--- src/rtl/sseg_scanner.sv ---
// sseg_scanner: four-digit multiplexed seven-segment display scanner.
// A 16-bit holding register is loaded by a one-cycle strobe; a prescaler
// divides clk down to one digit slot every REFRESH_DIV cycles, and a 2-bit
// digit index walks the four digits. Outputs come only from registered state.
// Optional feature macro: SSEG_LEADING_ZERO_BLANK_EN (blank leading zero digits).
module sseg_scanner #(
    parameter int REFRESH_DIV = 100000
) (
    input  logic        clk,
    input  logic        rst_n,
    input  logic [15:0] data_in,
    input  logic        load,
    output logic [3:0]  nibble,
    output logic [3:0]  an,
    output logic        frame_done
);

    // Prescaler width; a divide-by-one still needs a one-bit counter.
    localparam int CW = (REFRESH_DIV > 1) ? $clog2(REFRESH_DIV) : 1;
    localparam logic [CW-1:0] PRESC_LAST = CW'(REFRESH_DIV - 1);

    logic [15:0]   holding_reg;
    logic [CW-1:0] presc_reg;
    logic [1:0]    idx_reg;
    logic          frame_done_reg;
    logic          tick;

    logic [3:0]    digit [4];
    logic [3:0]    an_scan;

    // End of the current digit slot.
    assign tick = (presc_reg == PRESC_LAST);

    // Holding register: capture on strobe, otherwise keep the displayed value.
    always_ff @(posedge clk or negedge rst_n) begin
        if (!rst_n) begin
            holding_reg <= 16'h0000;
        end else if (load) begin
            holding_reg <= data_in;
        end
    end

    // Prescaler: counts 0..REFRESH_DIV-1 and wraps.
    always_ff @(posedge clk or negedge rst_n) begin
        if (!rst_n) begin
            presc_reg <= '0;
        end else if (tick) begin
            presc_reg <= '0;
        end else begin
            presc_reg <= presc_reg + CW'(1);
        end
    end

    // Digit index advances once per slot, wrapping 3 -> 0 naturally.
    always_ff @(posedge clk or negedge rst_n) begin
        if (!rst_n) begin
            idx_reg <= 2'd0;
        end else if (tick) begin
            idx_reg <= idx_reg + 2'd1;
        end
    end

    // Frame pulse: registered so it appears the cycle after the 3 -> 0 wrap edge.
    always_ff @(posedge clk or negedge rst_n) begin
        if (!rst_n) begin
            frame_done_reg <= 1'b0;
        end else begin
            frame_done_reg <= tick && (idx_reg == 2'd3);
        end
    end

    // Split the holding register into digits and build the one-hot-low anode scan.
    genvar gi;
    generate
        for (gi = 0; gi < 4; gi++) begin : g_digit
            assign digit[gi]   = holding_reg[4*gi +: 4];
            assign an_scan[gi] = (idx_reg != 2'(gi));
        end
    endgenerate

    assign nibble     = digit[idx_reg];
    assign frame_done = frame_done_reg;

`ifdef SSEG_LEADING_ZERO_BLANK_EN
    logic [1:0] msd;

    // Most significant nonzero digit; digit 0 counts as significant even when zero.
    always_comb begin
        msd = 2'd0;
        for (int k = 1; k < 4; k++) begin
            if (digit[k] != 4'h0) begin
                msd = 2'(k);
            end
        end
    end

    // Slots above the most significant digit keep all anodes off.
    always_comb begin
        an = (idx_reg > msd) ? 4'b1111 : an_scan;
    end
`else
    assign an = an_scan;
`endif

endmodule
--- config.mk ---
export PLATFORM = sky130hd
export DESIGN_NAME = sseg_scanner
export DESIGN_NICKNAME = d
export VERILOG_FILES = /design/src/rtl/sseg_scanner.sv
export SDC_FILE = /design/constraint.sdc
export NUM_CORES = 1
export LEC_CHECK = 0
export BUFFER_PORTS_ARGS = -buffer_cell sky130_fd_sc_hd__buf_2
export CAP_MARGIN = 20
export CORE_ASPECT_RATIO = 0.5
export CORE_UTILIZATION = 25
export DETAILED_ROUTE_END_ITERATION = 10
export PLACE_DENSITY = 0.44
export SLEW_MARGIN = 30
export SYNTH_ARGS = -nofsm -noshare
export SYNTH_HDL_FRONTEND = slang
export SYNTH_SLANG_ARGS = --single-unit
--- constraint.sdc ---
create_clock -name clk -period 1.7 [get_ports clk]
set_input_delay 0.17 -clock clk [delete_from_list [all_inputs] [get_ports clk]]
set_output_delay 0.17 -clock clk [all_outputs]
set_load 0.01 [all_outputs]
==> results.sh, run 1 <==
export IMPL_antenna_found_initial=0
export IMPL_largest_reg_flops=17
export IMPL_irDropWorstVdd_mv=0.312
export IMPL_die_w_um=118
export IMPL_grt_pass1_vias=1125
export IMPL_routabilityCongestion=0.694
export IMPL_route_vias_total=1079
export IMPL_fin_util_pct=35.0
export IMPL_setup_worst_path_class="flop to flop"
export IMPL_ys_warn_count=0
export IMPL_via_per_inst=4.12
export IMPL_final_min_clock_period_ps=1630
export IMPL_pwr_share_seq_pct=44.4
export IMPL_tns_ps=0
export IMPL_firstDrtPassIters=3
export IMPL_cp_max_fo=4
export IMPL_regToRegSetupSlack_ps=70
export IMPL_worstMarginPinSlew_ps=466
export IMPL_avgSynthCellArea_um2=13.0
export IMPL_yosys_area_top_type="dfrtp_1"
export IMPL_start_util_pct=26.8
export IMPL_clock_skew_final_ps=4.06
export IMPL_setup_violations=0
export IMPL_cp_start_kind="flop"
export IMPL_grt_overflow=0
export IMPL_drc=0
export IMPL_htreeDepth=2
export IMPL_dieArea_um2=7050
export IMPL_tritoncts="done"
export IMPL_slew_violations=0
export IMPL_drive_above_1_share_pct=43.7
export IMPL_period_share_pct=96.2
export IMPL_placeableCoreArea_um2=6260
export IMPL_final_area_um2=2190
export IMPL_hp_class="input pin to flop"
export IMPL_synth_top_area_share_pct=53.8
export IMPL_switching_share_pct=19.6
export IMPL_endpoint_kind="flop"
export IMPL_p_leak_uw=0.00102
export IMPL_clock_sinks=36
export IMPL_clkPwrFrac_pct=49.9
export IMPL_internal_power_uw=1650
export IMPL_wl_per_cell_um=12.2
export IMPL_clkSlewWorstSetupHoldPaths_ps=50
export IMPL_row_count=20
export IMPL_boundaryPins=28
export IMPL_yosys_top_cells_area="dfrtp_1, mux2_2, mux4_2"
export IMPL_p_total_uw=2060
export IMPL_required_ps=1900
export IMPL_fmax_mhz=612
export IMPL_cts_buffers=5
export IMPL_die_h_um=59.9
export IMPL_relSlewSlack_pct=68.9
export IMPL_grtUsageTotal_pct=10.2
export IMPL_synth_seq_cells=36
export IMPL_fill_cells=636
export IMPL_drt_total_wl_mm=3.19
export IMPL_grt_pass1_wl_mm=5.58
export IMPL_root_buffer="clkbuf_16"
export IMPL_synthCells=129
export IMPL_ys_seq_area_share_pct=53.8
export IMPL_cts_buffer_depth=2
export IMPL_final_cell_mix="dfrtp_1, buf_2, mux2_2, nor2_1, buf_4"
export IMPL_synth_nets=153
export IMPL_max_cap_violations=0
export IMPL_powerDensity_nw_per_um2=939
export IMPL_syn_to_final_growth_pct=30.9
export IMPL_port_buffers=27
export IMPL_dp_hpwl_mm=2.28
export IMPL_hold_viol=0
export IMPL_clkLatencyLatePin_ps=270
export IMPL_layout_commonest_cell="dfrtp_1"
export IMPL_combPwrFrac_pct=5.7
export IMPL_hold_slack_ps=125
export IMPL_nets=197
export IMPL_ant_nets=0
export IMPL_diodes=0
export IMPL_dpl_cell_area_um2=2000
export IMPL_synth_distinct_cells=28
export IMPL_grt_max_degree=37
export IMPL_critPathArrivalTime_ps=1840
export IMPL_status="finished, final reports clean"
export IMPL_p_sw_uw=403
export IMPL_drt_iter0_drc=57
export IMPL_synth_area_um2=1670
-- timing repair --
| action | 4_1_cts | 5_1_grt |
|---|---|---|
| hold endpoints to repair | 36 | 0 |
| hold buffers | 1 | 0 |
| resized for setup | 0 | 2 |
| endpoints found under the setup margin | 0 | 4 |
| setup buffers | 0 | 1 |
-- area by class of cell --
cell class,count,area [um^2],share of cell area [%]
clock buffer,6,129,5.88
timing repair buffer,40,235,10.7
multi-input combinational,82,749,34.2
tap,88,110,5.03
inverter,8,30.0,1.37
sequential,36,902,41.2
clock inverter,2,35.0,1.60
-- final timing paths --
| check | endpoint | from | cells past startpoint |
|---|---|---|---|
| max reg2reg | presc_reg[16]$_DFF_PN0_ | presc_reg[1]$_DFF_PN0_ | 5 |
| max | presc_reg[16]$_DFF_PN0_ | presc_reg[1]$_DFF_PN0_ | 5 |
| max in group asynchronous | idx_reg[0]$_DFFE_PN0N_ | rst_n | 3 |
| min reg2reg | holding_reg[8]$_DFFE_PN0P_ | holding_reg[8]$_DFFE_PN0P_ | 1 |
| min | holding_reg[9]$_DFFE_PN0P_ | data_in[9] | 2 |
| min in group asynchronous | presc_reg[5]$_DFF_PN0_ | rst_n | 3 |
-- kinds of logic (layout without fill, tap and decap cells) --
logic type	after synthesis	in the layout	share of synthesized area (%)
AOI/OAI and AO/OA	3	3	1.42
DFF	36	36	53.8
adders and majority gates	5	5	3.74
xor gates and xnor gates	14	14	7.32
muxes	22	22	17.6
buffers and inverters	11	56	2.47
and+or+nand+nor	38	38	13.6
-- metal layers --
metal / vias up / global-route usage, % / part of all wire (%)
met5: - / 0 / 0
met4: 0 / 3.85 / 1.1
met3: 4 / 2.77 / 3.5
met2: 14 / 15.6 / 45
met1: 520 / 13.8 / 51
li1: 541 / - / -
-- cell usage after synthesis --
cell / instances
or3_4: 1
inv_1: 8
nor2b_1: 1
or4b_4: 1
clkbuf_1: 3
nand2_1: 5
nor3_1: 1
and2_0: 1
nor4_1: 1
and4_1: 2
dfrtp_1: 36
nor3_4: 1
nor4bb_1: 1
nor2_1: 13
mux2i_1: 1
or4_4: 1
or4_1: 1
xor2_1: 8
nand3_2: 1
ha_1: 5
nand3_1: 4
mux2_4: 1
a21oi_2: 1
xnor2_1: 6
o31ai_1: 2
mux2_2: 16
nand4_1: 3
mux4_2: 4
-- worst max-delay path, stage by stage, from the launching register on --
cell	delay (ps)
dfrtp_1	390
ha_4	160
nand3_2	80
or3_4	390
or4_4	420
a21oi_2	120
-- stage by stage --
step	cells	worst slack (ps)
2_1_floorplan	129	-13.1
3_3_place_gp	252	59.1
3_5_place_dp	252	19.2
4_1_cts	261	5.09
5_1_grt	262	-6.83
6_report	262	65.3
-- power by group through the flow --
stage / clock [uW] / combinational (uW) / sequential, uW
3_5_place_dp: 0 / 120 / 929
3_3_place_gp: 0 / 117 / 928
6_report: 1030 / 117 / 913
5_1_grt: 1100 / 132 / 919
2_1_floorplan: 0 / 65.4 / 922
4_1_cts: 1050 / 122 / 913
Power figures use the tool's default switching activity.
==> run 2: changes to the inputs <==
HOLD_SLACK_MARGIN = 0.12   (was unset)
SETUP_SLACK_MARGIN = 0.2   (was unset)
==> run 2 against run 1 <==
Against the previous run: worst hold slack better by 2.1 ps; sequential power hardly changed; largest power group unchanged; utilization up 2.9 points; largest cell class unchanged; total power is 0.43% higher.
==> results.sh, run 2 (synthesized netlist as in run 1, its figures left out) <==
export IMPL_status="finished, final reports clean"
export IMPL_irDropWorstVdd_mv=0.312
export IMPL_p_leak_uw=0.00111
export IMPL_wl_met3_um=113
export IMPL_routed_top_layer="met4"
export IMPL_layout_commonest_cell="dfrtp_1"
export IMPL_dpl_cell_area_um2=2000
export IMPL_tritoncts="done"
export IMPL_drive_above_1_share_pct=54.3
export IMPL_start_util_pct=26.8
export IMPL_clkSlewWorstSetupHoldPaths_ps=60
export IMPL_via_per_inst=4.09
export IMPL_final_area_um2=2370
export IMPL_drt_met1_wl_mm=1.72
export IMPL_tns_ps=0
export IMPL_powerDensity_nw_per_um2=870
export IMPL_endpoint_kind="flop"
export IMPL_setup_worst_path_end="idx_reg[1]$_DFFE_PN0N_"
export IMPL_setup_violations=0
export IMPL_antenna_found_initial=0
export IMPL_clock_skew_final_ps=4.25
export IMPL_clkLatencyLatePin_ps=270
export IMPL_relSlewSlack_pct=68.9
export IMPL_drt_total_wl_mm=3.44
export IMPL_routabilityCongestion=0.694
export IMPL_cts_buffers=5
export IMPL_route_vias_total=1129
export IMPL_clock_sinks=36
export IMPL_rsz0062_at_grt="true"
export IMPL_grtUsageTotal_pct=10.8
export IMPL_dieArea_um2=7050
export IMPL_cts_buffer_depth=2
export IMPL_firstDrtPassIters=5
export IMPL_final_cell_mix="dfrtp_1, buf_2, buf_4, mux2_2"
export IMPL_met2WireLength_mm=1.58
export IMPL_nets=211
export IMPL_cp_start_kind="flop"
export IMPL_cp_startpoint="presc_reg[14]$_DFF_PN0_"
export IMPL_regToRegSetupSlack_ps=70
export IMPL_ant_nets=0
export IMPL_required_ps=1860
export IMPL_dp_hpwl_mm=2.28
export IMPL_wl_per_cell_um=12.5
export IMPL_cp_max_fo=3
export IMPL_boundaryPins=28
export IMPL_largest_reg_flops=17
export IMPL_htreeDepth=2
export IMPL_port_buffers=27
export IMPL_setup_worst_path_class="flop to flop"
export IMPL_placeableCoreArea_um2=6260
export IMPL_syn_to_final_growth_pct=41.9
export IMPL_final_min_clock_period_ps=1630
export IMPL_slew_violations=0
export IMPL_grt_overflow=0
export IMPL_row_count=20
export IMPL_hold_viol=0
export IMPL_p_total_uw=2070
export IMPL_die_w_um=118
export IMPL_root_buffer="clkbuf_16"
export IMPL_drc=0
export IMPL_r2r_start="presc_reg[14]$_DFF_PN0_"
export IMPL_hp_class="input pin to flop"
export IMPL_drt_iter0_drc=34
export IMPL_worstMarginPinSlew_ps=467
export IMPL_max_cap_violations=0
export IMPL_die_h_um=59.9
export IMPL_grt_pass1_wl_mm=5.90
export IMPL_period_share_pct=96.1
export IMPL_grt_max_degree=37
export IMPL_fmax_mhz=612
export IMPL_rr_endpoint="idx_reg[1]$_DFFE_PN0N_"
export IMPL_ff2ff_path_depth=3
export IMPL_grt_pass1_vias=1214
export IMPL_diodes=0
export IMPL_critPathArrivalTime_ps=1790
[run 2: cell types whose count changed in the layout (fill, tap and decap cells not counted), moves of 2 or more]
cell     before  now
dfrtp_1      35   33
buf_2        27   25
dfrtp_2       1    3
nor2_1       13    8
buf_6         0    7
nor2_2        0    4
buf_4        12   20
[run 2: final cells by class]
| cell class | count | area [um^2] |
|---|---|---|
| Clock buffer | 6 | 129 |
| Clock inverter | 2 | 35.0 |
| Multi-Input combinational cell | 82 | 792 |
| Fill cell | 620 | 3880 |
| Inverter | 8 | 30.0 |
| Tap cell | 88 | 110 |
| Timing Repair Buffer | 54 | 374 |
| Sequential cell | 36 | 905 |
[run 2: where the power goes]
group          total [uW]  internal, uW  switching (uW)
logic                 126          75.9            50.1
registers             913           895            17.5
clock network        1030           689             337
total                2070          1660             405
[run 2: what timing repair did]
item,CTS,global route
hold buffers,1,1
setup endpoints to repair,15,23
pin swaps,5,5
gates cloned,1,0
hold endpoints to repair,36,1
buffers inserted,9,4
gates resized for setup,12,12
[run 2: how the worst min path moves through the flow]
stage	depth (start not counted)	slack (ps)	end	startpoint
finish	2	130	holding_reg[10]$_DFFE_PN0P_	data_in[10]
global route	2	120	holding_reg[14]$_DFFE_PN0P_	data_in[14]
CTS	2	120	holding_reg[9]$_DFFE_PN0P_	data_in[9]
detailed placement	2	250	presc_reg[10]$_DFF_PN0_	rst_n
global placement	2	240	presc_reg[5]$_DFF_PN0_	rst_n
floorplan	0	-130	frame_done$_DFF_PN0_	rst_n
[run 2: worst max-delay path, cell delays in order, from the launching register on]
cell and delay [ps]:
dfrtp_1 380, or4b_4 570, nor3_4 260, mux2_4 320
[run 2: per-layer routing]
layer  up-vias  global-route usage [%]
met5         -                       0
met1       545                    14.0
met3         2                    2.77
met4         0                    3.85
met2        16                    17.6
li1        566                       -
[run 2: metrics by stage]
step           setup slack, ps  hold WS [ps]  util (%)  std cells
4_1_cts                   71.4           121      36.7        271
3_5_place_dp              19.2           251      31.9        252
2_1_floorplan            -13.1          -126         -        129
5_1_grt                   33.8           122      38.0        276
3_3_place_gp              59.1           242      31.9        252
6_report                  66.1           127      38.0        276
==> run 3: changes to the inputs <==
ABC_CLOCK_PERIOD_IN_PS = 1700   (was unset)
BUFFER_PORTS_ARGS = unset   (was -buffer_cell sky130_fd_sc_hd__buf_2)
CELL_PAD_IN_SITES_DETAIL_PLACEMENT = 0   (was unset)
CELL_PAD_IN_SITES_GLOBAL_PLACEMENT = 1   (was unset)
DONT_BUFFER_PORTS = 1   (was unset)
PLACE_DENSITY = 0.47   (was 0.44)
==> run 3 against run 2 <==
Against the previous run: maximum frequency increased by 0.13%; worst hold slack gained 230 ps; critical path depth is 2 higher; non-clock buffer count unchanged; register-to-register slack about the same; total power increased by 6.3%; global-route usage up 0.52 points; via count is 2.0% higher; largest cell class unchanged; largest power group unchanged.
==> results.sh, run 3 (synthesized netlist as in run 1, its figures left out) <==
export IMPL_status="finished, final reports clean"
export IMPL_drive_above_1_share_pct=33.0
export IMPL_row_count=20
export IMPL_routabilityCongestion=0.725
export IMPL_p_sw_uw=406
export IMPL_fin_util_pct=39.8
export IMPL_p_leak_uw=0.00111
export IMPL_drc=0
export IMPL_hold_viol=0
export IMPL_htreeDepth=2
export IMPL_via_per_inst=4.17
export IMPL_final_min_clock_period_ps=1630
export IMPL_dieArea_um2=7050
export IMPL_powerDensity_nw_per_um2=882
export IMPL_required_ps=1910
export IMPL_regToRegSetupSlack_ps=70
export IMPL_hp_class="input pin to asynchronous set/reset pin"
export IMPL_setup_worst_path_class="flop to flop"
export IMPL_clock_skew_final_ps=3.39
export IMPL_ff2ff_path_depth=5
export IMPL_irDropWorstVdd_mv=0.303
export IMPL_cts_buffers=5
export IMPL_endpoint_kind="flop"
export IMPL_pre_cts_slack_ps=36.1
export IMPL_pwr_share_seq_pct=41.5
export IMPL_route_vias_total=1152
export IMPL_grt_overflow=0
export IMPL_grt_max_degree=37
export IMPL_max_cap_violations=0
export IMPL_internal_power_uw=1790
export IMPL_clkLatencyLatePin_ps=280
export IMPL_syn_to_final_growth_pct=48.8
export IMPL_antenna_found_initial=0
export IMPL_cts_buffer_depth=2
export IMPL_nets=211
export IMPL_r2r_start="presc_reg[0]$_DFF_PN0_"
export IMPL_fill_cells=617
export IMPL_layout_commonest_cell="dfrtp_1"
export IMPL_grt_pass1_vias=1200
export IMPL_rr_endpoint="presc_reg[16]$_DFF_PN0_"
export IMPL_switching_share_pct=18.5
export IMPL_clkPwrFrac_pct=50.7
export IMPL_cp_max_fo=4
export IMPL_boundaryPins=28
export IMPL_die_w_um=118
export IMPL_clock_sinks=36
export IMPL_root_buffer="clkbuf_16"
export IMPL_multiInputGateArea_um2=761
export IMPL_rsz0062_at_grt="true"
export IMPL_start_util_pct=26.8
export IMPL_slew_violations=0
export IMPL_setup_ws_ps=68.2
export IMPL_cp_start_kind="flop"
export IMPL_final_cell_mix="dfrtp_1, dlygate4sd3_1, buf_4, mux2_2, nor2_1"
export IMPL_die_h_um=59.9
export IMPL_diodes=0
export IMPL_ant_nets=0
export IMPL_tritoncts="done"
export IMPL_largest_reg_flops=17
export IMPL_port_buffers=0
export IMPL_combPwrFrac_pct=7.8
export IMPL_drt_iter0_drc=34
export IMPL_tns_ps=0
export IMPL_placed_cells=224
export IMPL_placeableCoreArea_um2=6260
export IMPL_clkSlewWorstSetupHoldPaths_ps=50
export IMPL_setup_violations=0
export IMPL_grtUsageTotal_pct=11.3
export IMPL_fmax_mhz=613
export IMPL_regArea_um2=903
export IMPL_critPathArrivalTime_ps=1840
export IMPL_period_share_pct=96.0
export IMPL_wl_per_cell_um=12.7
export IMPL_grt_pass1_wl_mm=5.98
export IMPL_worstMarginPinSlew_ps=255
export IMPL_dp_hpwl_mm=2.26
export IMPL_firstDrtPassIters=4
export IMPL_stdcell_count=276
export IMPL_drt_total_wl_mm=3.51
export IMPL_relSlewSlack_pct=82.9
## run 3: cell count changes in the layout (fill, tap and decap cells not counted), sizes merged
cell and change:
buf -31, clkinv -1, dlygate4sd3 +31, clkbuf +1
## run 3: critical path, stage by stage, from the launching register on
cell and delay [ps]:
dfrtp_1 400, ha_4 160, nand3_2 80, or3_4 390
or4_4 420, a21oi_2 120
## run 3: power groups by stage
stage               Sequential [uW]  Combinational (uW)  Clock [uW]
floorplan                       922                65.4           0
global placement                928                62.8           0
detailed placement              928                65.4           0
CTS                             913                 174        1140
global route                    918                 188        1190
finish                          913                 171        1110
## run 3: layer usage
metal | up-vias | global-route usage (%) | routed length (um)
met4 | 0 | 4.95 | 49
met5 | - | 0 | 0
met3 | 5 | 2.86 | 72
met1 | 573 | 15.0 | 1730
met2 | 15 | 17.6 | 1660
li1 | 559 | - | -
## run 3: how the worst max path moves through the flow
stage                                  from                       to  slack [ps]  depth (start not counted)
floorplan           presc_reg[14]$_DFF_PN0_   idx_reg[1]$_DFFE_PN0N_         -10                          3
global placement     presc_reg[1]$_DFF_PN0_  presc_reg[16]$_DFF_PN0_          60                          5
detailed placement   presc_reg[1]$_DFF_PN0_  presc_reg[16]$_DFF_PN0_          40                          5
CTS                  presc_reg[0]$_DFF_PN0_  presc_reg[16]$_DFF_PN0_          80                          5
global route         presc_reg[0]$_DFF_PN0_  presc_reg[16]$_DFF_PN0_         0.5                          5
finish               presc_reg[0]$_DFF_PN0_  presc_reg[16]$_DFF_PN0_          70                          5
## run 3: what timing repair did
action,4_1_cts,5_1_grt
endpoints found under the hold margin,52,0
buffers inserted,7,3
gates cloned,0,0
hold buffers,34,0
setup endpoints to repair,16,17
resized for setup,4,3
pin swaps,4,1
## run 3: through the flow
step                      area, um^2  power (uW)  hold slack (ps)
final                           2490        2200              360
after global routing            2490        2290              390
after CTS                       2460        2230              379
after detailed placement        1860         993             -124
after global placement          1860         990             -124
after floorplan                 1680         988             -126
## run 3: layout make-up
| cell class | instances | share of cell area (%) |
|---|---|---|
| multi-input cells | 82 | 30.5 |
| well taps | 88 | 4.42 |
| inverters | 8 | 1.21 |
| clock inverters | 1 | 1.21 |
| repair buffers | 54 | 20.2 |
| flip-flops and latches | 36 | 36.3 |
| clock buffers | 7 | 6.13 |
